--- src/rtl/quant_pkg.sv ---
// Shared quantisation types and arithmetic used by the accumulate, requantize and pooling blocks.
// Widths here fix the shape of round_shift_sat; blocks importing it keep their widths equal to these.
package quant_pkg;

  localparam int ACC_W   = 12;
  localparam int ACT_W   = 8;
  localparam int SHIFT_W = 4;

  // Largest activation, zero-extended to the rounded-sum width.
  localparam logic [ACC_W:0] ACT_MAX_W = {{(ACC_W + 1 - ACT_W){1'b0}}, {ACT_W{1'b1}}};

  typedef struct packed {
    logic             sat;
    logic [ACT_W-1:0] data;
  } act_t;

  // acc + half an output LSB; one extra bit so 4095 + 2048 cannot wrap.
  function automatic logic [ACC_W:0] round_add(input logic [ACC_W-1:0]   acc,
                                               input logic [SHIFT_W-1:0] shift);
    logic [ACC_W:0] rc;
    rc = '0;
    if (shift != '0) begin
      rc = {{ACC_W{1'b0}}, 1'b1} << (shift - SHIFT_W'(1));
    end
    return {1'b0, acc} + rc;
  endfunction

  function automatic act_t round_shift_sat(input logic [ACC_W:0]   sum,
                                           input logic [SHIFT_W-1:0] shift);
    logic [ACC_W:0] r;
    act_t           res;
    r = (32'(shift) > ACC_W) ? '0 : (sum >> shift);
    if (r > ACT_MAX_W) begin
      res.sat  = 1'b1;
      res.data = '1;
    end else begin
      res.sat  = 1'b0;
      res.data = r[ACT_W-1:0];
    end
    return res;
  endfunction

endpackage

--- src/rtl/requantizer_if.sv ---
// Accumulator-in / activation-out stream bundle for the requantizer.
// Handshake: a word moves on a rising edge where valid and ready are both 1; valid never waits on ready.
interface requantizer_if #(
  parameter int IN_W    = quant_pkg::ACC_W,
  parameter int OUT_W   = quant_pkg::ACT_W,
  parameter int SHIFT_W = quant_pkg::SHIFT_W
);

  logic [IN_W-1:0]    in_data;
  logic [SHIFT_W-1:0] in_shift;
  logic               in_valid;
  logic               in_ready;
  logic [OUT_W-1:0]   out_data;
  logic               out_sat;
  logic               out_valid;
  logic               out_ready;

  modport master (
    output in_data, in_shift, in_valid, out_ready,
    input  in_ready, out_data, out_sat, out_valid
  );

  modport slave (
    input  in_data, in_shift, in_valid, out_ready,
    output in_ready, out_data, out_sat, out_valid
  );

endinterface

--- src/rtl/sat_counter.sv ---
// Saturating up-counter with synchronous clear; clear has priority over increment.
module sat_counter #(
  parameter int CNT_W = 16
) (
  input  logic             clk,
  input  logic             rst_n,
  input  logic             inc,
  input  logic             clr,
  output logic [CNT_W-1:0] count
);

  logic [CNT_W-1:0] count_q, count_d;

  always_comb begin
    count_d = count_q;
    if (clr) begin
      count_d = '0;
    end else if (inc && (count_q != '1)) begin
      count_d = count_q + CNT_W'(1);
    end
  end

  always_ff @(posedge clk or negedge rst_n) begin
    if (!rst_n) begin
      count_q <= '0;
    end else begin
      count_q <= count_d;
    end
  end

  assign count = count_q;

endmodule

--- src/rtl/requantizer.sv ---
// Narrows 12-bit accumulator values to 8-bit activations: round-half-up shift, unsigned saturate,
// in a 2-stage valid/ready pipeline, with a saturating count of clipped results delivered.
module requantizer #(
  parameter int IN_W    = quant_pkg::ACC_W,
  parameter int OUT_W   = quant_pkg::ACT_W,
  parameter int SHIFT_W = quant_pkg::SHIFT_W,
  parameter int CNT_W   = 16
) (
  input  logic             clk,
  input  logic             rst_n,
  requantizer_if.slave     bus,
  input  logic             clr_stats,
  output logic [CNT_W-1:0] sat_count
);

  import quant_pkg::*;

  logic               s1_valid_q, s1_valid_d;
  logic [IN_W:0]      s1_sum_q, s1_sum_d;
  logic [SHIFT_W-1:0] s1_shift_q, s1_shift_d;
  logic               s2_valid_q, s2_valid_d;
  logic [OUT_W-1:0]   out_data_q, out_data_d;
  logic               out_sat_q, out_sat_d;

  logic adv1, adv2;
  logic sat_inc;
  act_t s2_res;

  // Ready ripples back combinationally so a full pipe still moves one word per cycle.
  assign adv2         = !s2_valid_q || bus.out_ready;
  assign adv1         = !s1_valid_q || adv2;
  assign bus.in_ready = rst_n && adv1;

  assign s2_res = round_shift_sat(s1_sum_q, s1_shift_q);

  always_comb begin
    s1_valid_d = s1_valid_q;
    s1_sum_d   = s1_sum_q;
    s1_shift_d = s1_shift_q;
    s2_valid_d = s2_valid_q;
    out_data_d = out_data_q;
    out_sat_d  = out_sat_q;

    if (adv1) begin
      s1_valid_d = bus.in_valid;
      if (bus.in_valid) begin
        s1_sum_d   = round_add(bus.in_data, bus.in_shift);
        s1_shift_d = bus.in_shift;
      end
    end

    // Output payload only changes when a new word lands, so it holds through stalls and bubbles.
    if (adv2) begin
      s2_valid_d = s1_valid_q;
      if (s1_valid_q) begin
        out_data_d = s2_res.data;
        out_sat_d  = s2_res.sat;
      end
    end
  end

  always_ff @(posedge clk or negedge rst_n) begin
    if (!rst_n) begin
      s1_valid_q <= 1'b0;
      s1_sum_q   <= '0;
      s1_shift_q <= '0;
      s2_valid_q <= 1'b0;
      out_data_q <= '0;
      out_sat_q  <= 1'b0;
    end else begin
      s1_valid_q <= s1_valid_d;
      s1_sum_q   <= s1_sum_d;
      s1_shift_q <= s1_shift_d;
      s2_valid_q <= s2_valid_d;
      out_data_q <= out_data_d;
      out_sat_q  <= out_sat_d;
    end
  end

  assign bus.out_valid = s2_valid_q;
  assign bus.out_data  = out_data_q;
  assign bus.out_sat   = out_sat_q;

  assign sat_inc = s2_valid_q && bus.out_ready && out_sat_q;

  sat_counter #(
    .CNT_W(CNT_W)
  ) u_sat_count (
    .clk  (clk),
    .rst_n(rst_n),
    .inc  (sat_inc),
    .clr  (clr_stats),
    .count(sat_count)
  );

endmodule

--- src/flat_wrapper.sv ---
// flat-port wrapper written by rule: the top's interface ports become plain ports
module requantizer_flat import quant_pkg::*;
#(
  parameter int IN_W    = quant_pkg::ACC_W,
  parameter int OUT_W   = quant_pkg::ACT_W,
  parameter int SHIFT_W = quant_pkg::SHIFT_W,
  parameter int CNT_W   = 16
)
  (clk, rst_n, clr_stats, sat_count, bus_in_data, bus_in_shift, bus_in_valid, bus_out_ready, bus_in_ready, bus_out_data, bus_out_sat, bus_out_valid);
  requantizer_if #(.IN_W(IN_W), .OUT_W(OUT_W), .SHIFT_W(SHIFT_W)) bus_i ();
  input  logic clk;
  input  logic rst_n;
  input  logic clr_stats;
  output logic [CNT_W-1:0] sat_count;
  input wire logic [$bits(bus_i.in_data)-1:0] bus_in_data;
  input wire logic [$bits(bus_i.in_shift)-1:0] bus_in_shift;
  input wire logic [$bits(bus_i.in_valid)-1:0] bus_in_valid;
  input wire logic [$bits(bus_i.out_ready)-1:0] bus_out_ready;
  output wire logic [$bits(bus_i.in_ready)-1:0] bus_in_ready;
  output wire logic [$bits(bus_i.out_data)-1:0] bus_out_data;
  output wire logic [$bits(bus_i.out_sat)-1:0] bus_out_sat;
  output wire logic [$bits(bus_i.out_valid)-1:0] bus_out_valid;
  assign bus_i.in_data = bus_in_data;
  assign bus_i.in_shift = bus_in_shift;
  assign bus_i.in_valid = bus_in_valid;
  assign bus_i.out_ready = bus_out_ready;
  assign bus_in_ready = bus_i.in_ready;
  assign bus_out_data = bus_i.out_data;
  assign bus_out_sat = bus_i.out_sat;
  assign bus_out_valid = bus_i.out_valid;
  requantizer #(.IN_W(IN_W), .OUT_W(OUT_W), .SHIFT_W(SHIFT_W), .CNT_W(CNT_W)) u_core (.clk(clk), .rst_n(rst_n), .bus(bus_i), .clr_stats(clr_stats), .sat_count(sat_count));
endmodule
--- config.mk ---
export PLATFORM = sky130hd
export DESIGN_NAME = requantizer_flat
export DESIGN_NICKNAME = d
export VERILOG_FILES = /design/src/rtl/quant_pkg.sv /design/src/rtl/requantizer_if.sv /design/src/rtl/sat_counter.sv /design/src/rtl/requantizer.sv /design/src/flat_wrapper.sv
export SDC_FILE = /design/constraint.sdc
export NUM_CORES = 1
export LEC_CHECK = 0
export CAP_MARGIN = 20
export CORE_AREA = 5 5 74 126
export DETAILED_ROUTE_END_ITERATION = 12
export DIE_AREA = 0 0 79 131
export PLACE_DENSITY = 0.64
export SYNTH_ARGS = -nofsm -noshare
export SYNTH_HDL_FRONTEND = slang
export SYNTH_HIERARCHICAL = 1
export SYNTH_SLANG_ARGS = --single-unit
--- constraint.sdc ---
create_clock -name clk -period 1.9 [get_ports clk]
set_clock_uncertainty 0.05 [all_clocks]
set_input_delay 0.38 -clock clk [delete_from_list [all_inputs] [get_ports clk]]
set_output_delay 0.38 -clock clk [all_outputs]
set_load 0.03 [all_outputs]
## After elaboration in Yosys (flattened, before gate mapping)

Index checks and enable logic that the tools add are counted.
W data, S select, Z words.

| word-level totals | value |
|---|---|
| flip-flop bits (word level) | 44 |
| input port bits | 21 |
| output and inout bits | 27 |
| logic and storage cells | 34 |

| operators by class | value |
|---|---|
| add/sub/neg operators | 3 |
| order comparisons | 2 |
| eq/ne operators | 1 |
| shift-type cells | 2 |
| muxes and demuxes | 7 |
| reduce and logical (&&, ||, !) cells | 12 |

Operator list:

| cell | number |
|---|---|
| $mux W13 | 4 |
| $mux W16 | 2 |
| $add A16 B1 Y16 const B | 1 |
| $ne A16 B16 Y1 const B | 1 |
| $add A12 B13 Y13 | 1 |
| $gt A13 B8 Y1 const B | 1 |
| $shl A1 B4 Y13 const A | 1 |
| $shr A13 B4 Y13 | 1 |
| $mux W9 | 1 |
| $gt A4 B4 Y1 const B | 1 |
| $logic_and A1 B1 Y1 | 4 |
| $reduce_and A2 Y1 | 2 |
| $reduce_bool A4 Y1 | 1 |
| $sub A4 B1 Y4 const B | 1 |
| $logic_not A1 Y1 | 2 |
| $logic_or A1 B1 Y1 | 2 |
| $reduce_bool A2 Y1 | 1 |

## Longest topological paths before layout

Gate-level depths: netlist of run 1.

| depth | value |
|---|---|
| depth in word-level cells | 6 |
| gate-level depth with buffers | 9 |

## By module

Netlist of run 1, hierarchy kept.

Modules (own cells, without submodules):

| module | times used | cells each | area an instance (um^2) | seq. area each (um^2) |
|---|---|---|---|---|
| requantizer | 1 | 223 | 2223.4 | 700.7 |
| sat_counter | 1 | 98 | 942.2 | 400.4 |

## Worst setup path after synthesis of run 1

No wires, ideal clock.

| timing path | value |
|---|---|
| path type | input -> register |
| start point | input port bus_in_shift[3] |
| end point | register u_core.s1_sum_q[12] |
| arrival time | 2295 ps |
| path slack | -513 ps |
| stages | 9 |
| buffers on the path | 0 |
| path through | nand2b_1 > nor3_1 > ha_1 > fa_1 > a21o_1 > a221oi_2 > nand3_1 > a2111o_1 > nand3_1 |

| between the ends | value |
|---|---|
| longest elaborated chain between the ends | 6 |
| elaborated cells between the ends (all ways) | 7 |

Ends and longest elaborated chain:

| item | RTL line | source |
|---|---|---|
| from (decl) | flat_wrapper.sv:16 | `input wire logic [$bits(bus_i.in_shift)-1:0] bus_in_shift;` |
| $sub A4 B1 Y4 | quant_pkg.sv:23 | `rc = {{ACC_W{1'b0}}, 1'b1} << (shift - SHIFT_W'(1));` |
| $shl A1 B4 Y13 | quant_pkg.sv:23 |  |
| $mux W13 (*) | quant_pkg.sv:22 | `if (shift != '0) begin` |
| $mux W13 (*) | requantizer.sv:46 | `if (bus.in_valid) begin` |
| $mux W13 (*) | requantizer.sv:44 | `if (adv1) begin` |
| $add A12 B13 Y13 (*) | quant_pkg.sv:25 | `return {1'b0, acc} + rc;` |
| to (signal assigned) | requantizer.sv:72 | `s1_sum_q <= s1_sum_d;` |
| to (decl) | requantizer.sv:19 | `logic [IN_W:0] s1_sum_q, s1_sum_d;` |

Every way passes the cells marked *; elsewhere a longest branch is shown, timed or not. The select of a mux whose other input is x is not followed.
A chain may end at the register's enable or synchronous reset.

## Worst setup path after layout of run 1

Same ends and word-level chain as after synthesis.

==> flow_metrics.env, run 1 <==
export IMPL_viasPerCell=5.65
export IMPL_fillCellCount=771
export IMPL_fp_dieArea_mm2=0.0103
export IMPL_seq_area_mm2=0.00111
export IMPL_first_pass_iters=4
export IMPL_grtUsageTotal_pct=16.0
export IMPL_drt_iter0_drc=111
export IMPL_slew_headroom_pct=62.0
export IMPL_placementRows=44
export IMPL_numCtsBuffers=5
export IMPL_synth_edf_count=0
export IMPL_start_kind="input pin"
export IMPL_cts_root_buf="clkbuf_16"
export IMPL_min_period_over_period_pct=113
export IMPL_clockBufferDepth=2
export IMPL_failed_checks="negative setup slack"
export IMPL_syn_avg_cell_area_um2=9.86
export IMPL_dp_hpwl_um=6480
export IMPL_htreeDepth=2
export IMPL_maxSlewViolCount=0
export IMPL_multi_input_area_mm2=0.00206
export IMPL_antenna_found_initial=0
export IMPL_r2r_cells=5
export IMPL_placedInstanceArea_mm2=0.00412
export IMPL_seq_area_frac_synth_pct=34.8
export IMPL_wl_per_cell_um=16.1
export IMPL_cts_tree="done"
export IMPL_via_count=2917
export IMPL_finalInstanceArea_mm2=0.00443
export IMPL_grt_pass1_wl_um=13200
export IMPL_clkTransAtPathRegs_ns=0.06
export IMPL_ys_types=63
export IMPL_final_common_cell="buf_4"
export IMPL_finalNetCount=458
export IMPL_hold_class="input pin to async pin"
export IMPL_most_common_layout_cells="buf_4 (63), dfrtp_1 (40), clkdlybuf4s50_1 (33), nand2_1 (24), mux2i_1 (21)"
export IMPL_holdBufCountCts=0
export IMPL_ant_nets=0
export IMPL_cts_sinks=44
export IMPL_overflow=0
export IMPL_timing_rr_start="u_core/s1_shift_q[0]$_DFFE_PN0P_"
export IMPL_core_mm2=0.00820
export IMPL_synth_area_mm2=0.00317
export IMPL_cp_end_kind="register"
export IMPL_crit_fanout=2
export IMPL_antenna_diode_count=0
export IMPL_ys_seq_elements=44
export IMPL_drv_cap=0
export IMPL_p_per_area_mw_per_mm2=725
export IMPL_rsz0062_at_grt="yes"
export IMPL_fmax_mhz=465
export IMPL_vdd_ir_drop_max_mv=0.339
export IMPL_wl_um=8320
export IMPL_die_y_um=131
export IMPL_status="finished, violations left"
export IMPL_grt_pass1_vias=2885
export IMPL_ios=48
export IMPL_worst_slack_ns=-0.250
export IMPL_clk_latency_ns=0.28
export IMPL_critical_path_required_ns=2.07
export IMPL_drc=0
export IMPL_rr_endpoint="u_core/bus.out_data[2]$_DFFE_PN0P_"
export IMPL_syn_inst=321
export IMPL_synth_main_ff_cell="dfrtp_1"
export IMPL_p_leak_nw=2.02
export IMPL_r2r_slack_ns=-0.03
export IMPL_crit_arrival_ns=2.32
export IMPL_tightest_slew_ns=0.565
export IMPL_place_congestion=0.835
export IMPL_start_util_pct=38.6
export IMPL_finalHoldViolCount=0
export IMPL_area_delta_synth_final_pct=39.9
export IMPL_drive_gt1_share_pct=32.5
export IMPL_die_width_um=79
export IMPL_async_reset_ff_share_pct=100
export IMPL_setup_viol=13
export IMPL_worst_setup_path_type="input pin to register"
export IMPL_yosysWarnings=6
export IMPL_tns_ns=-0.972
export IMPL_synth_nets=356
export IMPL_portBuffers=47
export IMPL_grt_max_degree=45
export IMPL_finalCriticalPeriod_ns=2.15
[sequential cells by signal, summed over array words and instances, names as in the netlist]
register	flops
u_core/s1_shift_q	4
u_core/bus.out_sat	1
u_core/s1_sum_q	13
u_core/s1_valid_q	1
u_core/bus.out_valid	1
u_core/u_sat_count/count	16
u_core/bus.out_data	8
[synthesized netlist by cell type (2+ instances only)]
master,number,share of area (%)
dfrtp_1,44,35
nand2_1,24,2.8
a21oi_1,22,3.5
mux2i_1,22,7.0
nor2_1,21,2.5
ha_1,13,5.1
nor3_1,10,1.6
o21ai_0,10,1.6
nand2b_1,9,1.8
nand4_1,9,1.8
o21ai_1,8,1.3
clkbuf_1,7,0.83
o31ai_1,7,1.7
and3_1,6,1.2
mux2_2,6,2.1
a21o_1,5,1.2
inv_1,5,0.59
nand3_1,5,0.79
nor2b_1,5,0.99
o22a_1,5,1.4
or4_1,5,1.2
xor2_1,5,1.4
buf_6,4,1.4
mux2_1,4,1.4
mux4_2,4,2.8
nor4_1,4,0.79
o211ai_1,3,0.71
o21a_1,3,0.71
xnor2_1,3,0.83
and2_1,2,0.40
and4_2,2,0.63
clkbuf_8,2,0.87
mux2i_2,2,0.87
nand3b_1,2,0.47
nor4_4,2,1.3
o32a_1,2,0.63
or3_1,2,0.40
or4_2,2,0.55
[timing repair]
item	CTS	global route
hold endpoints to repair	0	0
setup buffers	2	2
setup endpoints to repair	19	25
pin swaps	17	24
gates cloned	0	0
gates resized for setup	32	26
[power by group]
| part | internal, mW | total, mW | switching (mW) | leakage, nW |
|---|---|---|---|---|
| combinational | 0.577 | 1.15 | 0.576 | 1.39 |
| sequential | 1.06 | 1.19 | 0.131 | 0.548 |
| clock | 0.518 | 0.864 | 0.346 | 0.0766 |
| total | 2.16 | 3.21 | 1.05 | 2.02 |
[worst max-delay path: stages]
cell and delay, ns:
buf_6 0.07, nand2b_4 0.12, nor3_4 0.05, ha_2 0.18, fa_2 0.34, a21o_1 0.20, a221oi_2 0.32, nand3_1 0.15
a2111o_1 0.43, nand3_1 0.08
[stage by stage]
stage / setup slack (ns) / util, % / total power, mW / hold slack [ns] / cells
floorplan: -0.370 / - / 1.90 / 0.0344 / 321
global placement: -0.901 / 50.2 / 2.31 / 0.406 / 504
global route: -0.347 / 54.0 / 3.38 / 0.287 / 516
detailed placement: -0.920 / 50.2 / 2.35 / 0.424 / 504
CTS: -0.250 / 52.5 / 3.22 / 0.250 / 514
finish: -0.250 / 54.0 / 3.21 / 0.217 / 516
[cell type report]
class	count	area share, %
clock inverter	2	0.226
multi-input combinational	256	46.6
clock buffer	6	3.14
timing repair buffer	111	22.0
inverter	5	0.424
tap	92	2.60
sequential	44	25.0
[worst max path at each step]
| stage | from | to | slack [ns] | depth (start not counted) |
|---|---|---|---|---|
| floorplan | bus_in_shift[3] | u_core/s1_sum_q[12]$_DFFE_PN0P_ | -0.37 | 9 |
| global placement | bus_in_shift[0] | u_core/s1_sum_q[9]$_DFFE_PN0P_ | -0.90 | 9 |
| detailed placement | bus_in_shift[3] | u_core/s1_sum_q[12]$_DFFE_PN0P_ | -0.92 | 10 |
| CTS | bus_in_shift[3] | u_core/s1_sum_q[12]$_DFFE_PN0P_ | -0.25 | 10 |
| global route | bus_in_shift[3] | u_core/s1_sum_q[12]$_DFFE_PN0P_ | -0.35 | 10 |
| finish | bus_in_shift[3] | u_core/s1_sum_q[12]$_DFFE_PN0P_ | -0.25 | 10 |
[per-layer routing]
| layer | GRT usage [%] | up-vias | routed length (um) | part of all wire [%] |
|---|---|---|---|---|
| li1 | - | 1408 | - | - |
| met1 | 14.4 | 1424 | 2850 | 34 |
| met2 | 33.8 | 69 | 4900 | 59 |
| met3 | 2.74 | 16 | 349 | 4.2 |
| met4 | 6.28 | 0 | 222 | 2.7 |
| met5 | 0 | - | 0 | 0 |
[kinds of logic after synthesis]
family          synth area share, %
buf+inv                        4.66
flops                          34.8
xor+xnor                       2.21
compound gates                 16.7
mux                            14.2
simple gates                   21.6
fa+ha+maj                      5.77
No activity file was read; power rests on OpenSTA's default activity.
==> run 2: changes to the inputs <==
--- a/config.mk
+++ b/config.mk
@@ -6,9 +6,9 @@
 export NUM_CORES = 1
 export LEC_CHECK = 0
 export CAP_MARGIN = 20
-export CORE_AREA = 5 5 74 126
+export CORE_AREA = 5 5 82 114
 export DETAILED_ROUTE_END_ITERATION = 12
-export DIE_AREA = 0 0 79 131
+export DIE_AREA = 0 0 87 119
 export PLACE_DENSITY = 0.64
 export SYNTH_ARGS = -nofsm -noshare
 export SYNTH_HDL_FRONTEND = slang
==> flow_metrics.env, run 2 (synthesis gave the netlist of run 1 again) <==
export IMPL_die_width_um=87
export IMPL_failed_checks="negative setup slack"
export IMPL_placementRows=39
export IMPL_numCtsBuffers=5
export IMPL_slew_headroom_pct=62.9
export IMPL_place_congestion=0.866
export IMPL_cts_sinks=44
export IMPL_drive_gt1_share_pct=34.7
export IMPL_first_pass_iters=4
export IMPL_fp_dieArea_mm2=0.0104
export IMPL_finalHoldViolCount=0
export IMPL_pre_cts_slack_ns=-0.910
export IMPL_tightest_slew_ns=0.557
export IMPL_setup_viol=8
export IMPL_rsz0062_at_grt="yes"
export IMPL_ios=48
export IMPL_min_period_over_period_pct=112
export IMPL_worst_slack_ns=-0.222
export IMPL_wl_per_cell_um=15.3
export IMPL_drv_cap=0
export IMPL_p_per_area_mw_per_mm2=708
export IMPL_fmax_mhz=471
export IMPL_cts_root_buf="clkbuf_16"
export IMPL_p_leak_nw=2.09
export IMPL_ant_nets=0
export IMPL_wl_um=8140
export IMPL_crit_arrival_ns=2.29
export IMPL_clockBufferDepth=2
export IMPL_hold_class="input pin to async pin"
export IMPL_finalNetCount=463
export IMPL_clk_latency_ns=0.28
export IMPL_most_common_layout_cells="buf_4 (62), dfrtp_1 (38), clkdlybuf4s50_1 (30), nand2_1 (24), mux2i_1 (21)"
export IMPL_critical_path_required_ns=2.07
export IMPL_final_common_cell="buf_4"
export IMPL_finalCriticalPeriod_ns=2.12
export IMPL_crit_fanout=5
export IMPL_fin_util_pct=56.6
export IMPL_start_kind="input pin"
export IMPL_start_util_pct=38.8
export IMPL_die_y_um=119
export IMPL_total_power_mw=3.27
export IMPL_overflow=0
export IMPL_clkTransAtPathRegs_ns=0.06
export IMPL_cp_end_kind="register"
export IMPL_drt_iter0_drc=133
export IMPL_fin_hold_ws_ns=0.223
export IMPL_r2r_cells=7
export IMPL_antenna_found_initial=0
export IMPL_maxSlewViolCount=0
export IMPL_portBuffers=47
export IMPL_core_mm2=0.00815
export IMPL_drc=0
export IMPL_grtUsageTotal_pct=15.4
export IMPL_dp_hpwl_um=6200
export IMPL_via_count=2935
export IMPL_htreeDepth=2
export IMPL_viasPerCell=5.53
export IMPL_vdd_ir_drop_max_mv=0.367
export IMPL_worst_setup_path_type="input pin to register"
export IMPL_status="finished, violations left"
export IMPL_grt_pass1_vias=2914
export IMPL_antenna_diode_count=0
export IMPL_area_delta_synth_final_pct=45.7
export IMPL_grt_max_degree=45
export IMPL_grt_pass1_wl_um=13000
export IMPL_largest_reg_flops=16
export IMPL_cts_tree="done"
==> run 2: cell count changes in the layout (fill, tap and decap cells not counted), moves of 3 or more <==
cell             change
dlymetal6s2s_1       +3
ha_4                 +3
clkdlybuf4s50_1      -3
buf_6                +3
==> run 2: per-stage QoR <==
step	TNS [ns]	cell area, um2	instances
5_1_grt	-1.37	4610	531
4_1_cts	-1.00	4370	523
3_5_place_dp	-11.19	4150	514
6_report	-0.770	4610	531
3_3_place_gp	-10.23	4150	514
2_1_floorplan	-0.979	3190	321
==> run 2: final timing paths <==
path                                                               from                                        to  slack (ns)
worst max-delay path                                    bus_in_shift[2]           u_core/s1_sum_q[12]$_DFFE_PN0P_       -0.22
worst min-delay path                                              rst_n  u_core/u_sat_count/count[12]$_DFFE_PN0P_        0.22
worst max register to register  u_core/u_sat_count/count[0]$_DFFE_PN0P_   u_core/u_sat_count/count[3]$_DFFE_PN0P_       -0.03
worst min register to register            u_core/s1_valid_q$_DFFE_PN0N_          u_core/bus.out_valid$_DFFE_PN0P_        0.44
max in group asynchronous                                         rst_n          u_core/bus.out_valid$_DFFE_PN0P_        1.16
min in group clk                          u_core/s1_valid_q$_DFFE_PN0N_          u_core/bus.out_valid$_DFFE_PN0P_        0.44
==> run 2: repair_timing <==
action	4_1_cts	5_1_grt
setup endpoints to repair	20	23
resized for setup	38	42
setup buffers	1	8
pin swaps	19	24
gates cloned	0	0
hold buffers	0	0
==> run 2: metal layers <==
layer	vias to the layer above	global-route usage [%]	part of all wire (%)	wire length, um
li1	1422	-	-	-
met1	1425	15.9	37	2990
met2	67	29.7	56	4530
met3	21	1.93	4.4	358
met4	0	6.92	3.1	254
met5	-	0	0	0
==> run 2: cell type report <==
type | instances | area [um2]
multi-input combinational | 256 | 2150
fill | 713 | 3540
clock buffer | 6 | 139
sequential | 44 | 1110
clock inverter | 2 | 10.0
timing repair buffer | 116 | 1060
inverter | 5 | 18.8
tap | 102 | 128
==> run 2: worst max-delay path, cell delays in order <==
cell and delay [ns]:
clkbuf_4 0.16, nand2b_4 0.17, nor3_4 0.05, fa_2 0.36
a21o_1 0.19, a221oi_2 0.33, nand3_1 0.15, a2111o_1 0.43
nand3_1 0.07
==> run 2: power breakdown <==
part | switching, mW | total, mW | internal (mW)
combinational | 0.585 | 1.22 | 0.632
clock | 0.339 | 0.857 | 0.518
sequential | 0.128 | 1.19 | 1.06
total | 1.05 | 3.27 | 2.21
